===== config.mk =====
export PLATFORM = sky130hd
export DESIGN_NAME = mac_execute_stage
export DESIGN_NICKNAME = d
export VERILOG_FILES = /design/src/rtl/nanomixer_exec_pkg.sv /design/src/rtl/mac_execute_stage_sat_shift.sv /design/src/rtl/mac_execute_stage.sv
export SDC_FILE = /design/constraint.sdc
export NUM_CORES = 2
export LEC_CHECK = 0
export BUFFER_PORTS_ARGS = -buffer_cell sky130_fd_sc_hd__buf_2
export CAP_MARGIN = 40
export CORE_MARGIN = 8
export CORE_UTILIZATION = 55
export DETAILED_ROUTE_END_ITERATION = 10
export HOLD_SLACK_MARGIN = 0.1
export MAX_ROUTING_LAYER = met4
export PLACE_DENSITY = 0.71
export SYNTH_ARGS = -nofsm -noshare
export SYNTH_HDL_FRONTEND = slang
export SYNTH_SLANG_ARGS = --single-unit
export TNS_END_PERCENT = 10

===== constraint.sdc =====
create_clock -name clk -period 13.3 [get_ports clk]
set_clock_uncertainty 0.15 [all_clocks]
set_input_delay 1.33 -clock clk [delete_from_list [all_inputs] [get_ports clk]]
set_output_delay 1.33 -clock clk [all_outputs]
set_load 0.1 [all_outputs]

===== src/rtl/nanomixer_exec_pkg.sv =====
// Shared types and constants for the MAC execute stage.
//   exec_op_t : decoded execute opcode (values 6 and 7 are undefined and act as NOP)
//   stage_t   : per-stage pipeline record (valid, op, rd)
//   sat_max / sat_min : signed saturation limits for a given width, in 128-bit form
package nanomixer_exec_pkg;

  localparam int unsigned DEF_DATA_WIDTH    = 32;
  localparam int unsigned DEF_ACC_WIDTH     = 64;
  localparam int unsigned DEF_FRAC_BITS     = 24;
  localparam int unsigned DEF_REGADDR_WIDTH = 5;

  typedef enum logic [2:0] {
    NOP    = 3'd0,
    MUL    = 3'd1,
    MAC    = 3'd2,
    MSUB   = 3'd3,
    STORE  = 3'd4,
    CLRACC = 3'd5
  } exec_op_t;

  // Pipeline record; rd is sized for the default register-file address width.
  typedef struct packed {
    logic                         valid;
    exec_op_t                     op;
    logic [DEF_REGADDR_WIDTH-1:0] rd;
  } stage_t;

  // Largest signed value of a given width: 2^(width-1)-1.
  function automatic logic [127:0] sat_max(input int unsigned width);
    return (128'(1) << (width - 1)) - 128'(1);
  endfunction

  // Smallest signed value of a given width: -2^(width-1), two's complement in 128 bits.
  function automatic logic [127:0] sat_min(input int unsigned width);
    return ~sat_max(width);
  endfunction

  localparam logic [DEF_ACC_WIDTH-1:0]  ACC_SAT_MAX  = DEF_ACC_WIDTH'(sat_max(DEF_ACC_WIDTH));
  localparam logic [DEF_ACC_WIDTH-1:0]  ACC_SAT_MIN  = DEF_ACC_WIDTH'(sat_min(DEF_ACC_WIDTH));
  localparam logic [DEF_DATA_WIDTH-1:0] DATA_SAT_MAX = DEF_DATA_WIDTH'(sat_max(DEF_DATA_WIDTH));
  localparam logic [DEF_DATA_WIDTH-1:0] DATA_SAT_MIN = DEF_DATA_WIDTH'(sat_min(DEF_DATA_WIDTH));

endpackage


===== src/rtl/mac_execute_stage_sat_shift.sv =====
// sat_shift: combinational arithmetic right shift followed by a signed clamp.
//   data_i   : signed input value (IN_WIDTH)
//   data_c_o : shifted value clamped to the signed OUT_WIDTH range
//   clip_c_o : high when the clamp changed the value
module sat_shift
  import nanomixer_exec_pkg::*;
#(
  parameter int unsigned IN_WIDTH  = 64,
  parameter int unsigned OUT_WIDTH = 32,
  parameter int unsigned SHIFT     = 24
) (
  input  logic [IN_WIDTH-1:0]  data_i,
  output logic [OUT_WIDTH-1:0] data_c_o,
  output logic                 clip_c_o
);

  localparam int unsigned UPPER_WIDTH = IN_WIDTH - OUT_WIDTH + 1;

  logic signed [IN_WIDTH-1:0] shifted;
  logic [UPPER_WIDTH-1:0]     upper;

  // The result fits when every bit from the output sign bit upward is identical.
  always_comb begin
    shifted  = $signed(data_i) >>> SHIFT;
    upper    = shifted[IN_WIDTH-1:OUT_WIDTH-1];
    clip_c_o = !((&upper) || !(|upper));
    if (clip_c_o) begin
      data_c_o = shifted[IN_WIDTH-1] ? OUT_WIDTH'(sat_min(OUT_WIDTH))
                                     : OUT_WIDTH'(sat_max(OUT_WIDTH));
    end else begin
      data_c_o = shifted[OUT_WIDTH-1:0];
    end
  end

endmodule


===== src/rtl/mac_execute_stage.sv =====
// mac_execute_stage: three-stage signed fixed-point MUL/MAC/MSUB execute unit
// feeding the register-file write port.
//   E1 registers the decoded instruction and the full-width product,
//   E2 updates the saturating accumulator (STORE samples it),
//   E3 shifts/clamps the sample and registers the write port.
// Ports:
//   clk, reset                 : clock, asynchronous active-high reset
//   issueValid, opcode, rd     : instruction issue (opcode is exec_op_t)
//   dataA, dataB               : signed operands
//   writeAddr, dataW           : register-file write address/data (hold when idle)
//   writeEnable                : one-cycle write strobe (never for rd==0)
//   accSat                     : one-cycle pulse when a STORE result was clipped
//   satClear, satSticky        : only with MAC_EXECUTE_SAT_STICKY_EN; sticky clip flag
// REGADDR_WIDTH must match the stage record rd field width in the package.
module mac_execute_stage
  import nanomixer_exec_pkg::*;
#(
  parameter int unsigned DATA_WIDTH    = DEF_DATA_WIDTH,
  parameter int unsigned ACC_WIDTH     = DEF_ACC_WIDTH,
  parameter int unsigned FRAC_BITS     = DEF_FRAC_BITS,
  parameter int unsigned REGADDR_WIDTH = DEF_REGADDR_WIDTH
) (
  input  logic                     clk,
  input  logic                     reset,
`ifdef MAC_EXECUTE_SAT_STICKY_EN
  input  logic                     satClear,
  output logic                     satSticky,
`endif
  input  logic                     issueValid,
  input  logic [2:0]               opcode,
  input  logic [REGADDR_WIDTH-1:0] rd,
  input  logic [DATA_WIDTH-1:0]    dataA,
  input  logic [DATA_WIDTH-1:0]    dataB,
  output logic [REGADDR_WIDTH-1:0] writeAddr,
  output logic [DATA_WIDTH-1:0]    dataW,
  output logic                     writeEnable,
  output logic                     accSat
);

  localparam logic [ACC_WIDTH-1:0] ACC_MAX = ACC_WIDTH'(sat_max(ACC_WIDTH));
  localparam logic [ACC_WIDTH-1:0] ACC_MIN = ACC_WIDTH'(sat_min(ACC_WIDTH));

  stage_t                         e1_q, e1_d, e2_q, e2_d;
  logic [ACC_WIDTH-1:0]           prod_q, prod_d;
  logic [ACC_WIDTH-1:0]           acc_q, acc_d;
  logic [ACC_WIDTH-1:0]           store_acc_q, store_acc_d;
  logic signed [2*DATA_WIDTH-1:0] prod_full;
  logic [ACC_WIDTH:0]             sum_ext, diff_ext;
  logic                           acc_clip_c;
  logic                           store_en_c;
  logic [DATA_WIDTH-1:0]          wb_data_c;
  logic                           wb_clip_c;

  // One extra bit of headroom; disagreement of the top two bits means overflow.
  function automatic logic [ACC_WIDTH-1:0] clamp_acc(input logic [ACC_WIDTH:0] v);
    if (v[ACC_WIDTH] != v[ACC_WIDTH-1]) begin
      return v[ACC_WIDTH] ? ACC_MIN : ACC_MAX;
    end
    return v[ACC_WIDTH-1:0];
  endfunction

  // E1: decode (undefined opcodes become bubbles) and form the sign-extended product.
  always_comb begin
    e1_d       = '0;
    e1_d.valid = issueValid && (opcode <= 3'd5);
    e1_d.op    = e1_d.valid ? exec_op_t'(opcode) : NOP;
    e1_d.rd    = DEF_REGADDR_WIDTH'(rd);
    prod_full  = $signed(dataA) * $signed(dataB);
    prod_d     = ACC_WIDTH'(prod_full);
  end

  // E2: accumulator update; STORE snapshots the accumulator for write-back.
  always_comb begin
    sum_ext     = {acc_q[ACC_WIDTH-1], acc_q} + {prod_q[ACC_WIDTH-1], prod_q};
    diff_ext    = {acc_q[ACC_WIDTH-1], acc_q} - {prod_q[ACC_WIDTH-1], prod_q};
    acc_d       = acc_q;
    acc_clip_c  = 1'b0;
    store_acc_d = store_acc_q;
    e2_d        = e1_q;
    if (e1_q.valid) begin
      case (e1_q.op)
        MUL:    acc_d = prod_q;
        MAC: begin
          acc_d      = clamp_acc(sum_ext);
          acc_clip_c = sum_ext[ACC_WIDTH] ^ sum_ext[ACC_WIDTH-1];
        end
        MSUB: begin
          acc_d      = clamp_acc(diff_ext);
          acc_clip_c = diff_ext[ACC_WIDTH] ^ diff_ext[ACC_WIDTH-1];
        end
        CLRACC: acc_d = '0;
        STORE:  store_acc_d = acc_q;
        default: ;
      endcase
    end
  end

  // E3: shift out the fractional bits and clamp to the write-back width.
  sat_shift #(
    .IN_WIDTH  (ACC_WIDTH),
    .OUT_WIDTH (DATA_WIDTH),
    .SHIFT     (FRAC_BITS)
  ) u_sat_shift (
    .data_i   (store_acc_q),
    .data_c_o (wb_data_c),
    .clip_c_o (wb_clip_c)
  );

  assign store_en_c = e2_q.valid && (e2_q.op == STORE);

  always_ff @(posedge clk or posedge reset) begin
    if (reset) begin
      e1_q        <= '0;
      e2_q        <= '0;
      prod_q      <= '0;
      acc_q       <= '0;
      store_acc_q <= '0;
      writeAddr   <= '0;
      dataW       <= '0;
      writeEnable <= 1'b0;
      accSat      <= 1'b0;
    end else begin
      e1_q        <= e1_d;
      e2_q        <= e2_d;
      prod_q      <= prod_d;
      acc_q       <= acc_d;
      store_acc_q <= store_acc_d;
      writeEnable <= store_en_c && (e2_q.rd != '0);
      accSat      <= store_en_c && wb_clip_c;
      // Write port payload only moves on a real write.
      if (store_en_c && (e2_q.rd != '0)) begin
        writeAddr <= REGADDR_WIDTH'(e2_q.rd);
        dataW     <= wb_data_c;
      end
    end
  end

`ifdef MAC_EXECUTE_SAT_STICKY_EN
  logic sticky_q, sticky_d;

  // Any accumulator or write-back clamp sets the flag; a set beats a clear.
  always_comb begin
    sticky_d = sticky_q;
    if (acc_clip_c || (store_en_c && wb_clip_c)) begin
      sticky_d = 1'b1;
    end else if (satClear) begin
      sticky_d = 1'b0;
    end
  end

  always_ff @(posedge clk or posedge reset) begin
    if (reset) begin
      sticky_q <= 1'b0;
    end else begin
      sticky_q <= sticky_d;
    end
  end

  assign satSticky = sticky_q;
`endif

endmodule

# Word-level counts from Yosys, hierarchy flattened
# Cells that the tools add are included.
[classes] n_shift=0 div=0 order_cmp=1 mul=1 n_reduce_logical=13 bitwise_logic=0 n_addsub=2 n_eq_ne=8 muxes=16
[op_table] op="64-bit 2-to-1 mux" count=6
[op_table] op="64-bit case mux with 4 select lines" count=1
[op_table] op="64-bit by 64-bit adder with 65-bit output" count=1
[op_table] op="64-bit by 64-bit subtractor with 65-bit output" count=1
[op_table] op="32-bit by 32-bit multiplier with 64-bit output" count=1
[op_table] op="32-bit 2-to-1 mux" count=2
[op_table] op="3-bit == test, second input constant" count=3
[op_table] op="9-bit AND reduction" count=1
[op_table] op="9-bit OR reduction" count=1
[op_table] op="3-bit by 2-bit == test with 1-bit output, second input constant" count=2
[op_table] op="1-bit 2-to-1 mux" count=6
[op_table] op="5-bit nonzero test" count=1
[op_table] op="1-bit logical AND" count=4
[op_table] op="2-bit AND reduction" count=2
[op_table] op="4-bit nonzero test" count=1
[op_table] op="3-bit by 1-bit == test with 1-bit output, second input constant" count=1
[op_table] op="3-bit <= comparator, second input constant" count=1
[op_table] op="3-bit 2-to-1 mux" count=1
[op_table] op="1-bit logical NOT" count=2
[op_table] op="1-bit != test" count=2
[op_table] op="1-bit logical OR" count=1
[totals] rom_bits=0 input_bits=75 latchBits=0 elab_cells=54 reg_bits=249 memories=0 ram_bits=0

# Longest topological paths before layout
[logic_depth] word_depth=7 depth_mapped=29 mapped_depth_nobuf=28

# Cells and area by module
# From an unflattened synthesis, not the netlist that was laid out.
[hier_totals] cells_unflattened=5928 area_unflattened_um2=53701.5
[modules_own_cells] module="mac_execute_stage" cells_each=5843 n_inst=1 seq_area_each_um2=6231.0 area_each_um2=53137.2
[modules_own_cells] module="sat_shift" cells_each=85 n_inst=1 seq_area_each_um2=0.0 area_each_um2=564.3

# Worst setup path after synthesis
# Ideal clock, no wire load.
[synth_timing] path_type="input port to flip-flop" from="input dataB[2]" to="register prod_q[63]" arrival_ns=8.721 setup_ns=0.080 t_required_ns=13.070 stages=27 n_path_buf=2 path_slack_ns=4.349 cell_sequence="clkbuf_1 -> nand2_1 -> inv_1 -> fa_1 -> fa_1 -> fa_1 -> fa_1 -> inv_1 -> fa_1 -> inv_1 -> fa_1 -> inv_1 -> fa_1 -> inv_1 -> fa_1 -> ha_1 -> clkbuf_1 -> a21o_1 -> a21o_1 -> a21o_1 -> nand3_1 -> o311ai_0 -> a21oi_1 -> a32oi_1 -> a221o_1 -> a21oi_1 -> xnor2_1"
[synth_via] elab_chain_cells=1
[synth_lines] item="start, declared" line_no="mac_execute_stage.sv:33" source="input logic [DATA_WIDTH-1:0] dataB,"
[synth_lines] item="32-bit by 32-bit multiplier with 64-bit output" line_no="mac_execute_stage.sv:68" source="prod_full = $signed(dataA) * $signed(dataB);"
[synth_lines] item="net prod_d[63]" line_no="mac_execute_stage.sv:44" source="logic [ACC_WIDTH-1:0] prod_q, prod_d;"
[synth_lines] item="end signal, assigned" line_no="mac_execute_stage.sv:125" source="prod_q <= prod_d;"
[synth_lines] item="end, declared" line_no="mac_execute_stage.sv:44"
# The timed path passes the listed nets, and every way through them passes these cells.
# A chain may end at the register's enable or synchronous reset.

# Worst setup path after layout
# Ends and elaborated chain as after synthesis.

==> results.toml <==
[status]
status = "completed"

[sta]
fin_tns_setup_ns = 0
setup_viol = 0
rsz0062_at_grt = "false"
fmax_mhz = 105
tightest_slew_ns = 0.973
period_needed_ns = 9.56
finalHoldViolCount = 0
holdWs_ns = 0.199
relSlewSlack_pct = 34.3
fin_crit_sh_pct = 71.9
maxSlewViolCount = 0

[drt]
drc = 0
avgViaCountPerCell = 5.82
dr.pass1.iters = 6
wl_mm = 153
drt-wirelength-per-cell_um = 22.0
drtIter0Drc = 3183
ant_nets = 0
vias = 40400

[clock_tree]
hold_buffers = 0
clk_pin_slew_ns = 0.07
cts.sinks = 225
clock-root-buffer = "clkbuf_16"
numCtsBuffers = 22
h-tree-depth = 1
cts_resized = 0
clock_latency_ns = 0.55
cts_max_path_buffers = 3
post_cts.repair.setup_buffers = 0
cts_tree = "done"

[synthesis]
synth_edf_count = 0
post_synth.cell_area_avg_um2 = 9.06
synth-seq-cells = 225
ys_seq_area_share_pct = 10.7
synth_area_mm2 = 0.0527
yosys_warnings = 0
synth-main-ff-cell = "dfrtp_1"
async_reset_ff_share_pct = 100
netlist_instances = 5809
synth_nets = 7280
synth_cell_types = 95

[global_routing]
grt_max_degree = 97
gr-usage-all-layers_pct = 29.6
gr-total-overflow = 0
antenna_found_initial = 3
grt_first_pass_wirelength_mm = 244
grt_pass1_vias = 43000

[worst_setup_path]
crit_type = "in2reg"
setup.worst_path.end = "prod_q[63]"
worstPathArrival_ns = 9.83
rr_startpoint = "acc_q[0]"
timing.rr.end = "acc_q[33]"
reg2regPathDepth = 17
crit_path_end_kind = "register"
worst_ep_required_time_ns = 13.57
start_kind = "primary input"
crit_start = "dataB[2]"
crit_fanout = 32
r2r_slack_ns = 7.64

[place]
detailed_place_hpwl_mm = 118
portBuffers = 113
gp_congestion = 0.997
dp_cells = 6899

[finish]
layout_common_cells = "inv_1, fa_1, nand2_1"
layout.nets = 7129
regArea_mm2 = 0.00563
final_common_cell = "inv_1"
area_growth_pct = 3.78
multi_input_area_mm2 = 0.0417
fin_util_pct = 57.5
fin_cells = 6941
drive_gt1_share_pct = 4.97
n_fill_cell = 8507

[floorplan]
die_height_um = 325
placementRows = 113
coreArea_mm2 = 0.0950
start_util_pct = 55.4
io_pins = 114
die_x_um = 325
die_area_mm2 = 0.106

[hold_path]
hp-class = "reg2reg"

[job]
drv_cap = 0
-- synthesized netlist by cell type, drive strengths merged (6+ instances only) --
library cell,number,area [um2]
inv,1095,4110
fa,1084,21700
nand2,606,2280
and2,531,3320
o21ai,320,1600
ha,312,3900
clkbuf,276,1040
dfrtp,225,5630
a21oi,205,1030
nor2,153,582
xnor2,139,1220
a21o,84,631
or3,67,424
a31oi,60,390
nor2b,53,332
nor3,49,255
buf,48,254
mux2,43,484
nand3,42,210
o21bai,41,308
nand2b,33,206
xor2,32,288
nand4,24,150
o22ai,21,131
o31ai,20,160
a211oi,19,175
and3,16,100
nor3b,16,120
nor4,16,106
o211ai,16,120
o21a,16,120
a311oi,14,129
or2,12,75.1
a221oi,10,93.8
or4,9,71.3
a2111oi,7,86.3
a21boi,7,52.6
clkinv,7,26.3
o2111ai,7,61.3
o41ai,7,68.8
a221o,6,60.1
-- worst min path at each step --
stage | start | end | slack (ns) | cells after the start
2_1_floorplan | e1_q[0] | e2_q[0] | 0.18 | 0
3_3_place_gp | e1_q[1] | e2_q[1] | 0.18 | 0
3_5_place_dp | e1_q[1] | e2_q[1] | 0.18 | 0
4_1_cts | e1_q[1] | e2_q[1] | 0.20 | 0
5_1_grt | e1_q[2] | e2_q[2] | 0.20 | 0
6_report | e1_q[1] | e2_q[1] | 0.20 | 0
-- state kept, by name, summed over array words and instances (netlist names) --
register / count
writeAddr: 5
acc_q: 64
accSat: 1
store_acc_q: 40
dataW: 32
e1_q: 9
writeEnable: 1
prod_q: 64
e2_q: 9
-- stage by stage --
step           area [um2]  setup WS, ns
2_1_floorplan       52700          4.35
3_3_place_gp        53800          3.39
3_5_place_dp        53900          3.23
4_1_cts             54600          3.79
5_1_grt             54600          3.28
6_report            54600          3.74
-- worst max-delay path: stages --
cell     delay, ns
buf_2         0.58
nand2_1       0.19
inv_1         0.16
fa_1          0.46
fa_1          0.49
fa_1          0.76
fa_1          0.95
inv_1         0.35
fa_1          0.56
inv_1         0.05
fa_1          0.52
inv_1         0.05
fa_1          0.48
inv_1         0.05
fa_1          0.47
ha_1          0.41
and3_1        0.28
nand3_1       0.14
nor3_1        0.29
nand4_1       0.13
a211o_1       0.23
a32oi_1       0.40
a221o_1       0.24
a21oi_1       0.07
xnor2_1       0.12
-- area by class of cell --
class / count / share of cell area, %
multi-input cells: 4158 / 76.3
flip-flops and latches: 225 / 10.3
inverters: 1102 / 7.58
well taps: 1265 / 2.90
repair buffers: 149 / 1.63
clock buffers: 27 / 1.14
clock inverters: 13 / 0.192
diodes: 2 / 0.00916
-- logic make-up after synthesis --
logic type                 after synthesis  share of synthesized area (%)
DFF                                    225                           10.7
buffers and inverters                 1426                           10.3
and+or+nand+nor                       1641                           15.9
xor gates and xnor gates               171                           2.86
AOI/OAI and AO/OA                      907                           10.7
muxes                                   43                          0.920
adders and majority gates             1396                           48.6
-- metal layers --
metal  part of all wire (%)  GRT usage [%]
met4                    3.5           9.08
met3                    8.7           5.12
met2                     47           47.1
met1                     41           39.1
met5                      0              -
Power is not shown: default switching activity piles up to over one toggle a cycle in this logic, so the estimate is an artifact.
